[src/rtl/mult_fu.sv]
`default_nettype none
// ============================================================================
//  Module   : mult_fu
//  Purpose  : Pipelined integer multiply functional unit (MUL, MULH, MULHSU,
//             MULHU). Accepts one issued instruction per cycle, forms the
//             64-bit product over STAGES register stages (one multiplier
//             chunk per stage, LSB first) and hands the tagged result to the
//             CDB arbiter through a valid/ack handshake.
//  Ports    : clock, reset          - clock, async active-high reset
//             in_valid/in_ready     - issue handshake (in_ready is the RS
//                                     fu-ready bit, combinational from ack)
//             in_func               - 0=MUL 1=MULH 2=MULHSU 3=MULHU
//             in_rs1/in_rs2         - operand values
//             in_dest_pr            - destination physical register tag
//             squash                - kill every in-flight instruction
//             out_valid/out_ack     - result handshake
//             out_result/out_dest_pr- result value and tag (registered)
//             perf_issued/perf_stall- present only with MULT_PERF_EN
//  Options  : MULT_PERF_EN - adds accept and output-stall counters.
//  Revision : 1.0 - initial release
// ============================================================================
module mult_fu #(
  parameter int XLEN   = 32,
  parameter int PRW    = 6,
  parameter int STAGES = 4
) (
  input  logic            clock,
  input  logic            reset,
  input  logic            in_valid,
  output logic            in_ready,
  input  logic [1:0]      in_func,
  input  logic [XLEN-1:0] in_rs1,
  input  logic [XLEN-1:0] in_rs2,
  input  logic [PRW-1:0]  in_dest_pr,
  input  logic            squash,
  output logic            out_valid,
  input  logic            out_ack,
  output logic [XLEN-1:0] out_result,
  output logic [PRW-1:0]  out_dest_pr
`ifdef MULT_PERF_EN
  ,
  output logic [31:0]     perf_issued,
  output logic [31:0]     perf_stall
`endif
);

  localparam int PW    = 2 * XLEN;       // full product width
  localparam int CHUNK = PW / STAGES;    // multiplier bits retired per stage

  localparam logic [1:0] FUNC_MUL    = 2'd0;
  localparam logic [1:0] FUNC_MULH   = 2'd1;
  localparam logic [1:0] FUNC_MULHSU = 2'd2;

  // Per-stage pipeline registers
  logic            valid_q  [STAGES];
  logic            valid_d  [STAGES];
  logic [1:0]      func_q   [STAGES];
  logic [1:0]      func_d   [STAGES];
  logic [PRW-1:0]  dest_q   [STAGES];
  logic [PRW-1:0]  dest_d   [STAGES];
  logic [PW-1:0]   mcand_q  [STAGES];
  logic [PW-1:0]   mcand_d  [STAGES];
  logic [PW-1:0]   mplier_q [STAGES];
  logic [PW-1:0]   mplier_d [STAGES];
  logic [PW-1:0]   acc_q    [STAGES];
  logic [PW-1:0]   acc_d    [STAGES];

  logic            advance;
  logic            accept;
  logic [PW-1:0]   rs1_ext;
  logic [PW-1:0]   rs2_ext;

  // Partial product of the multiplicand and the low CHUNK bits of the
  // remaining multiplier; only the low PW bits are kept (wrap-around is
  // what makes the signed forms come out right).
  function automatic logic [PW-1:0] chunk_pp(input logic [PW-1:0] mcand,
                                             input logic [PW-1:0] mplier);
    logic [PW-1:0] digit;
    digit = (mplier << (PW - CHUNK)) >> (PW - CHUNK);
    return mcand * digit;
  endfunction

  // Whole pipe moves together; it only freezes when a result sits unacked.
  assign advance  = ~out_valid | out_ack;
  assign in_ready = advance;
  assign accept   = in_valid & advance & ~squash;

  assign rs1_ext = ((in_func == FUNC_MULH) || (in_func == FUNC_MULHSU))
                 ? {{(PW-XLEN){in_rs1[XLEN-1]}}, in_rs1}
                 : {{(PW-XLEN){1'b0}}, in_rs1};
  assign rs2_ext = (in_func == FUNC_MULH)
                 ? {{(PW-XLEN){in_rs2[XLEN-1]}}, in_rs2}
                 : {{(PW-XLEN){1'b0}}, in_rs2};

  always_comb begin
    for (int k = 0; k < STAGES; k++) begin
      valid_d[k]  = valid_q[k];
      func_d[k]   = func_q[k];
      dest_d[k]   = dest_q[k];
      mcand_d[k]  = mcand_q[k];
      mplier_d[k] = mplier_q[k];
      acc_d[k]    = acc_q[k];
    end

    if (advance) begin
      valid_d[0]  = accept;
      func_d[0]   = in_func;
      dest_d[0]   = in_dest_pr;
      mcand_d[0]  = rs1_ext;
      mplier_d[0] = rs2_ext >> CHUNK;
      acc_d[0]    = chunk_pp(rs1_ext, rs2_ext);
      for (int k = 1; k < STAGES; k++) begin
        valid_d[k]  = valid_q[k-1];
        func_d[k]   = func_q[k-1];
        dest_d[k]   = dest_q[k-1];
        mcand_d[k]  = mcand_q[k-1];
        mplier_d[k] = mplier_q[k-1] >> CHUNK;
        acc_d[k]    = acc_q[k-1]
                    + (chunk_pp(mcand_q[k-1], mplier_q[k-1]) << (k * CHUNK));
      end
    end

    // Squash overrides both the shift and the accept; data may stay stale.
    if (squash) begin
      for (int k = 0; k < STAGES; k++) begin
        valid_d[k] = 1'b0;
      end
    end
  end

  always_ff @(posedge clock or posedge reset) begin
    if (reset) begin
      for (int k = 0; k < STAGES; k++) begin
        valid_q[k]  <= 1'b0;
        func_q[k]   <= 2'd0;
        dest_q[k]   <= '0;
        mcand_q[k]  <= '0;
        mplier_q[k] <= '0;
        acc_q[k]    <= '0;
      end
    end else begin
      for (int k = 0; k < STAGES; k++) begin
        valid_q[k]  <= valid_d[k];
        func_q[k]   <= func_d[k];
        dest_q[k]   <= dest_d[k];
        mcand_q[k]  <= mcand_d[k];
        mplier_q[k] <= mplier_d[k];
        acc_q[k]    <= acc_d[k];
      end
    end
  end

  // Outputs are pure functions of the last stage register.
  assign out_valid   = valid_q[STAGES-1];
  assign out_dest_pr = dest_q[STAGES-1];
  assign out_result  = (func_q[STAGES-1] == FUNC_MUL)
                     ? acc_q[STAGES-1][XLEN-1:0]
                     : acc_q[STAGES-1][PW-1:XLEN];

`ifdef MULT_PERF_EN
  logic [31:0] perf_issued_q;
  logic [31:0] perf_stall_q;

  always_ff @(posedge clock or posedge reset) begin
    if (reset) begin
      perf_issued_q <= 32'd0;
      perf_stall_q  <= 32'd0;
    end else begin
      if (accept) begin
        perf_issued_q <= perf_issued_q + 32'd1;
      end
      if (out_valid & ~out_ack) begin
        perf_stall_q <= perf_stall_q + 32'd1;
      end
    end
  end

  assign perf_issued = perf_issued_q;
  assign perf_stall  = perf_stall_q;
`endif

endmodule
`default_nettype wire

[config.mk]
export PLATFORM = sky130hd
export DESIGN_NAME = mult_fu
export DESIGN_NICKNAME = d
export VERILOG_FILES = /design/src/rtl/mult_fu.sv
export SDC_FILE = /design/constraint.sdc
export NUM_CORES = 2
export LEC_CHECK = 0
export CORE_MARGIN = 10
export CORE_UTILIZATION = 60
export CTS_CLUSTER_SIZE = 25
export DETAILED_ROUTE_END_ITERATION = 8
export HOLD_SLACK_MARGIN = 0.08
export PLACE_DENSITY = 0.78
export SLEW_MARGIN = 10
export SYNTH_ARGS = -nofsm -noshare
export SYNTH_HDL_FRONTEND = slang
export SYNTH_SLANG_ARGS = --single-unit
[constraint.sdc]
create_clock -name clock -period 17.15 [get_ports clock]
set_clock_uncertainty 0.15 [all_clocks]
set_input_delay 1.715 -clock clock [delete_from_list [all_inputs] [get_ports clock]]
set_output_delay 1.715 -clock clock [all_outputs]
set_load 0.01 [all_outputs]
# Word level (Yosys, flattened, before mapping)
# Index checks and enable logic that the tools add are counted.
[op_classes]
muxes = 5
bitwise = 5
n_addsub = 3
n_reduce_logical = 3
multipliers = 4
n_eq_ne = 2
[op_table]
columns = ["cell", "n"]
rows = [
  ["$add A64 B64 Y64", 3],
  ["$mux W64", 2],
  ["$mul A64 B16 Y16", 1],
  ["$mul A64 B16 Y32", 1],
  ["$mul A64 B16 Y48", 1],
  ["$mul A64 B16 Y64", 1],
  ["$mux W32", 1],
  ["$mux W4", 2],
  ["$and A1 B1 Y1", 2],
  ["$eq A2 B1 Y1 const B", 1],
  ["$eq A2 B2 Y1 const B", 1],
  ["$logic_not A2 Y1", 1],
  ["$not A1 Y1", 2],
  ["$reduce_bool A2 Y1", 1],
  ["$logic_or A1 B1 Y1", 1],
  ["$or A1 B1 Y1", 1],
]
[word_totals]
word_cells = 44
out_inout_bits = 40
ff_bits = 580
inputBits = 77

# Longest topological paths before layout
[logic_depth]
depth_word = 6
depth_mapped = 39
mapped_depth_nobuf = 38

# Worst setup path after synthesis
# No wires, ideal clock.
[synth_path]
path_type = "reg2reg"
from = "reg mcand_q[206] (netlist bit)"
to = "reg acc_q[190] (netlist bit)"
period_less_slack_ps = 8827
path_slack_ps = 8323
setup_time_ps = 83
t_arrival_ps = 8594
stages_incl_launch_ff = 38
n_path_buf = 2
required_time_ps = 16917
cell_sequence = "dfrtp_1 clkbuf_1 clkbuf_1 nand2_1 fa_1 inv_1 fa_1 inv_1 fa_1 inv_1 fa_1 fa_1 inv_1 fa_1 inv_1 ha_1 and3_1 a221oi_1 [... 2 more ...] a221oi_2 nor2_1 nor2_1 o21ai_0 a21o_1 a21oi_1 xnor2_1 ha_1 nand2_1 a2111oi_0 o221ai_1 o21ai_0 a21oi_1 a311oi_1 a211o_1 a21oi_1 xor2_1 o21ai_0"
[synth_via]
elab_chain_len = 2
[synth_lines]
columns = ["item", "line_no", "source"]
rows = [
  ["start: declaration", "61", "logic [PW-1:0] mcand_q [STAGES];"],
  ["start signal: indexed assignment", "146", "mcand_q[k] <= mcand_d[k];"],
  ["$mul A64 B16 Y48", "80", "return mcand * digit;"],
  ["$add A64 B64 Y64", "119", "+ (chunk_pp(mcand_q[k-1], mplier_q[k-1]) << (k * CHUNK));"],
  ["end signal: indexed assignment", "148", "acc_q[k] <= acc_d[k];"],
  ["end: declaration", "65", "logic [PW-1:0] acc_q [STAGES];"],
]
# No other way between the ends.
# A chain may end at the register's enable or synchronous reset.

# Worst setup path after layout
[layout_path]
from = "reg mplier_q[194] (netlist bit)"
to = "reg acc_q[188] (netlist bit)"
[layout_via]
elab_chain_len = 2
[layout_lines]
columns = ["item", "line_no", "source"]
rows = [
  ["start: declaration", "63", "logic [PW-1:0] mplier_q [STAGES];"],
  ["start signal: indexed assignment", "147", "mplier_q[k] <= mplier_d[k];"],
  ["$mul A64 B16 Y48", "80", ""],
  ["$add A64 B64 Y64", "119", ""],
]
# No other way between the ends.

==> flow_summary.json <==
{
  "path_class": "register to register",
  "drc": 0,
  "critical_path.startpoint": "mplier_q[194]",
  "grt_pass1_vias": 50412,
  "syn-num-nets": 8775,
  "fin_crit_sh_pct": 59.6,
  "syn_area_um2": 63400,
  "antenna_cells": 0,
  "path_buf_inv": 4,
  "synthAdderAreaFrac_pct": 47.6,
  "cp.required_ns": 17.43,
  "cp_max_fo": 22,
  "finalCriticalPeriod_ns": 10.22,
  "io_pins": 117,
  "cts_tree": "yes",
  "slowest_delay_ns": 0.99,
  "synth_top_family_by_area": "adder cells",
  "reg2reg_depth": 34,
  "place_congestion": 0.977,
  "grt-ovfl-total": 0,
  "worstSetupPathDepth": 34,
  "antenna_found_initial": 2,
  "drive_gt1_share_pct": 3.08,
  "drv_cap": 0,
  "numCtsBuffers": 43,
  "num_vias": 47144,
  "cp_slowest_cell": "dfrtp_1",
  "worstMarginPinSlew_ns": 1.09,
  "final_max_slew_viol_count": 0,
  "hp-class": "register to register",
  "critPathArrivalTime_ns": 10.51,
  "crit_top_cell": "fa_1",
  "coreArea_um2": 105000,
  "hold_depth": 2,
  "post_cts_resized": 0,
  "wl_per_cell_um": 19.8,
  "fmax_ghz": 0.0978,
  "dr.pass1.iters": 6,
  "ys.flop_type": "dfrtp_1",
  "ant_nets": 0,
  "port-buffer-count": 116,
  "crit_path_end_kind": "register",
  "clock_sinks": 392,
  "grt_max_degree": 221,
  "async_reset_ff_share_pct": 100,
  "postSynthCellCount": 7053,
  "status": "completed",
  "max_slew_margin_pct": 27.1,
  "htree_levels": 2,
  "drt-total-wl_um": 166000,
  "seqCellArea_um2": 9810,
  "cts_hold_buffers": 0,
  "hp-start": "acc_q[94]",
  "finalSetupTns_ns": 0,
  "fp-row-count": 119,
  "syn_avg_cell_area_um2": 9.00,
  "ys_seq_area_share_pct": 15.5,
  "syn_to_final_growth_pct": 5.87,
  "synth_edf_count": 0,
  "via_per_inst": 5.62,
  "setup_viol": 0,
  "multiInputGateArea_um2": 47400,
  "synth_xor_area_share_pct": 3.49,
  "synth_mux_area_share_pct": 0.619,
  "worstReg2RegStart": "mplier_q[194]",
  "cts_buffer_depth": 3,
  "cts_root_buf": "clkbuf_16",
  "cpLargestDelayFamily": "compound AO/OA/AOI/OAI gates",
  "worstSkewPairLatency_ns": 0.61,
  "synth_compound_area_share_pct": 6.78,
  "synthSimpleGateAreaFrac_pct": 16.2,
  "floorplan.initialDensity_pct": 60.4,
  "grt_pass1_wl_um": 272000,
  "post_cts_buffers": 0,
  "drtIter0Drc": 3937,
  "grt_usage_pct": 28.3,
  "hpwl_um": 131000,
  "n_fill_cell": 8686,
  "hold_viol_final": 0,
  "fin_nets": 8692,
  "rsz0062_at_grt": "no",
  "ys_seq_elements": 392,
  "dieArea_um2": 119000,
  "cp-start-kind": "register",
  "die_h_um": 345,
  "die_w_um": 345,
  "yosysWarnings": 0,
  "ys_types": 75,
  "path_clk_slew_ns": 0.07
}
-- cell type report --
cell class                 count  share of cell area [%]
multi-input combinational   4997                    70.5
sequential                   392                    14.6
inverter                    1344                    7.53
tap                         1391                    2.59
timing repair buffer         192                    2.58
clock buffer                  55                    1.74
clock inverter                24                   0.421
-- placed cells by master (no fill, tap or decap), types with 14 or more instances in the layout --
cell and count:
dfrtp_1 392, ha_1 364, nor2b_1 25, o21bai_1 28, buf_4 74, inv_1 1342
mux2_2 34, a211oi_1 21, o21a_1 24, nand2_1 1628, nand2b_1 25, nor2_1 181
a21o_1 106, clkdlybuf4s50_1 111, nand3_1 30, nor3_1 29, fa_1 1281, xor2_1 79
and2_1 373, a21oi_1 252, xnor2_1 174, nand4_1 16, a31oi_1 18, and3_1 14
o21ai_0 154, clkbuf_16 43
-- flip-flops by register name (all words and copies together), names as in the netlist --
signal,cells
dest_q,18
valid_q,3
acc_q,256
out_dest_pr,6
mcand_q,81
func_q,8
out_valid,1
mplier_q,19
-- worst min-delay path, stage by stage, from the launching register on --
cell	delay, ns
dfrtp_1	0.34
nand2_1	0.05
nand2_1	0.05
-- cells in the mapped netlist, types with 7 or more instances --
| cell type | number | area [um2] |
|---|---|---|
| a211o_1 | 9 | 78.8 |
| fa_1 | 1281 | 25600 |
| mux2_2 | 34 | 383 |
| or3_1 | 11 | 68.8 |
| nand2_1 | 1628 | 6110 |
| a21o_1 | 106 | 796 |
| o31ai_1 | 13 | 97.6 |
| nand3_1 | 30 | 150 |
| and3_1 | 14 | 87.6 |
| a31o_2 | 8 | 70.1 |
| and2_1 | 373 | 2330 |
| or2_2 | 9 | 56.3 |
| ha_1 | 364 | 4550 |
| nor2_1 | 182 | 683 |
| clkbuf_1 | 307 | 1150 |
| a21oi_1 | 252 | 1260 |
| nand4_1 | 16 | 100 |
| a21boi_0 | 7 | 52.6 |
| inv_1 | 1343 | 5040 |
| xor2_1 | 79 | 692 |
| o21ai_0 | 154 | 771 |
| a211oi_1 | 21 | 158 |
| nor3_1 | 29 | 145 |
| nand2b_1 | 25 | 156 |
| o21bai_1 | 28 | 210 |
| o21a_1 | 24 | 180 |
| xnor2_1 | 174 | 1520 |
| nor2b_1 | 26 | 163 |
| dfrtp_1 | 392 | 9810 |
| a31oi_1 | 18 | 113 |
-- final timing paths --
path | endpoint | slack (ns)
max in group asynchronous | mplier_q[200] | 13.14
setup reg to reg | acc_q[188] | 6.93
setup / recovery | acc_q[188] | 6.93
hold reg to reg | acc_q[30] | 0.31
hold / removal | acc_q[30] | 0.31
min in group asynchronous | out_dest_pr[0] | 1.48
-- metal layers --
layer / vias up / share of wire (%) / routed length (um) / global-route usage (%)
li1: 20889 / - / - / -
met2: 2097 / 47 / 78800 / 46.2
met3: 488 / 8.5 / 14100 / 4.53
met4: 2 / 5.0 / 8400 / 11.9
met5: - / 0.0054 / 9 / 0
met1: 23668 / 39 / 65100 / 37.3
-- kinds of logic after synthesis --
kind of cell / after synthesis
mux: 35
xor+xnor: 253
simple gates: 2367
compound gates: 697
flops: 392
fa+ha+maj: 1645
buf+inv: 1664
-- metrics by stage --
step	area (um2)	setup slack (ns)	utilization, %	hold slack (ns)	std cells
after detailed placement	65700	7.13	62.5	0.298	8316
after CTS	67200	7.06	63.9	0.301	8395
after floorplan	63400	4.39	-	0.281	7053
after global placement	65700	7.33	62.5	0.292	8316
after global routing	67200	6.35	63.9	0.332	8395
final	67200	6.93	63.9	0.305	8395
Power is left out: the tool's default activity adds up to more than one toggle a clock period on the data nets, which glitch-free logic cannot reach.
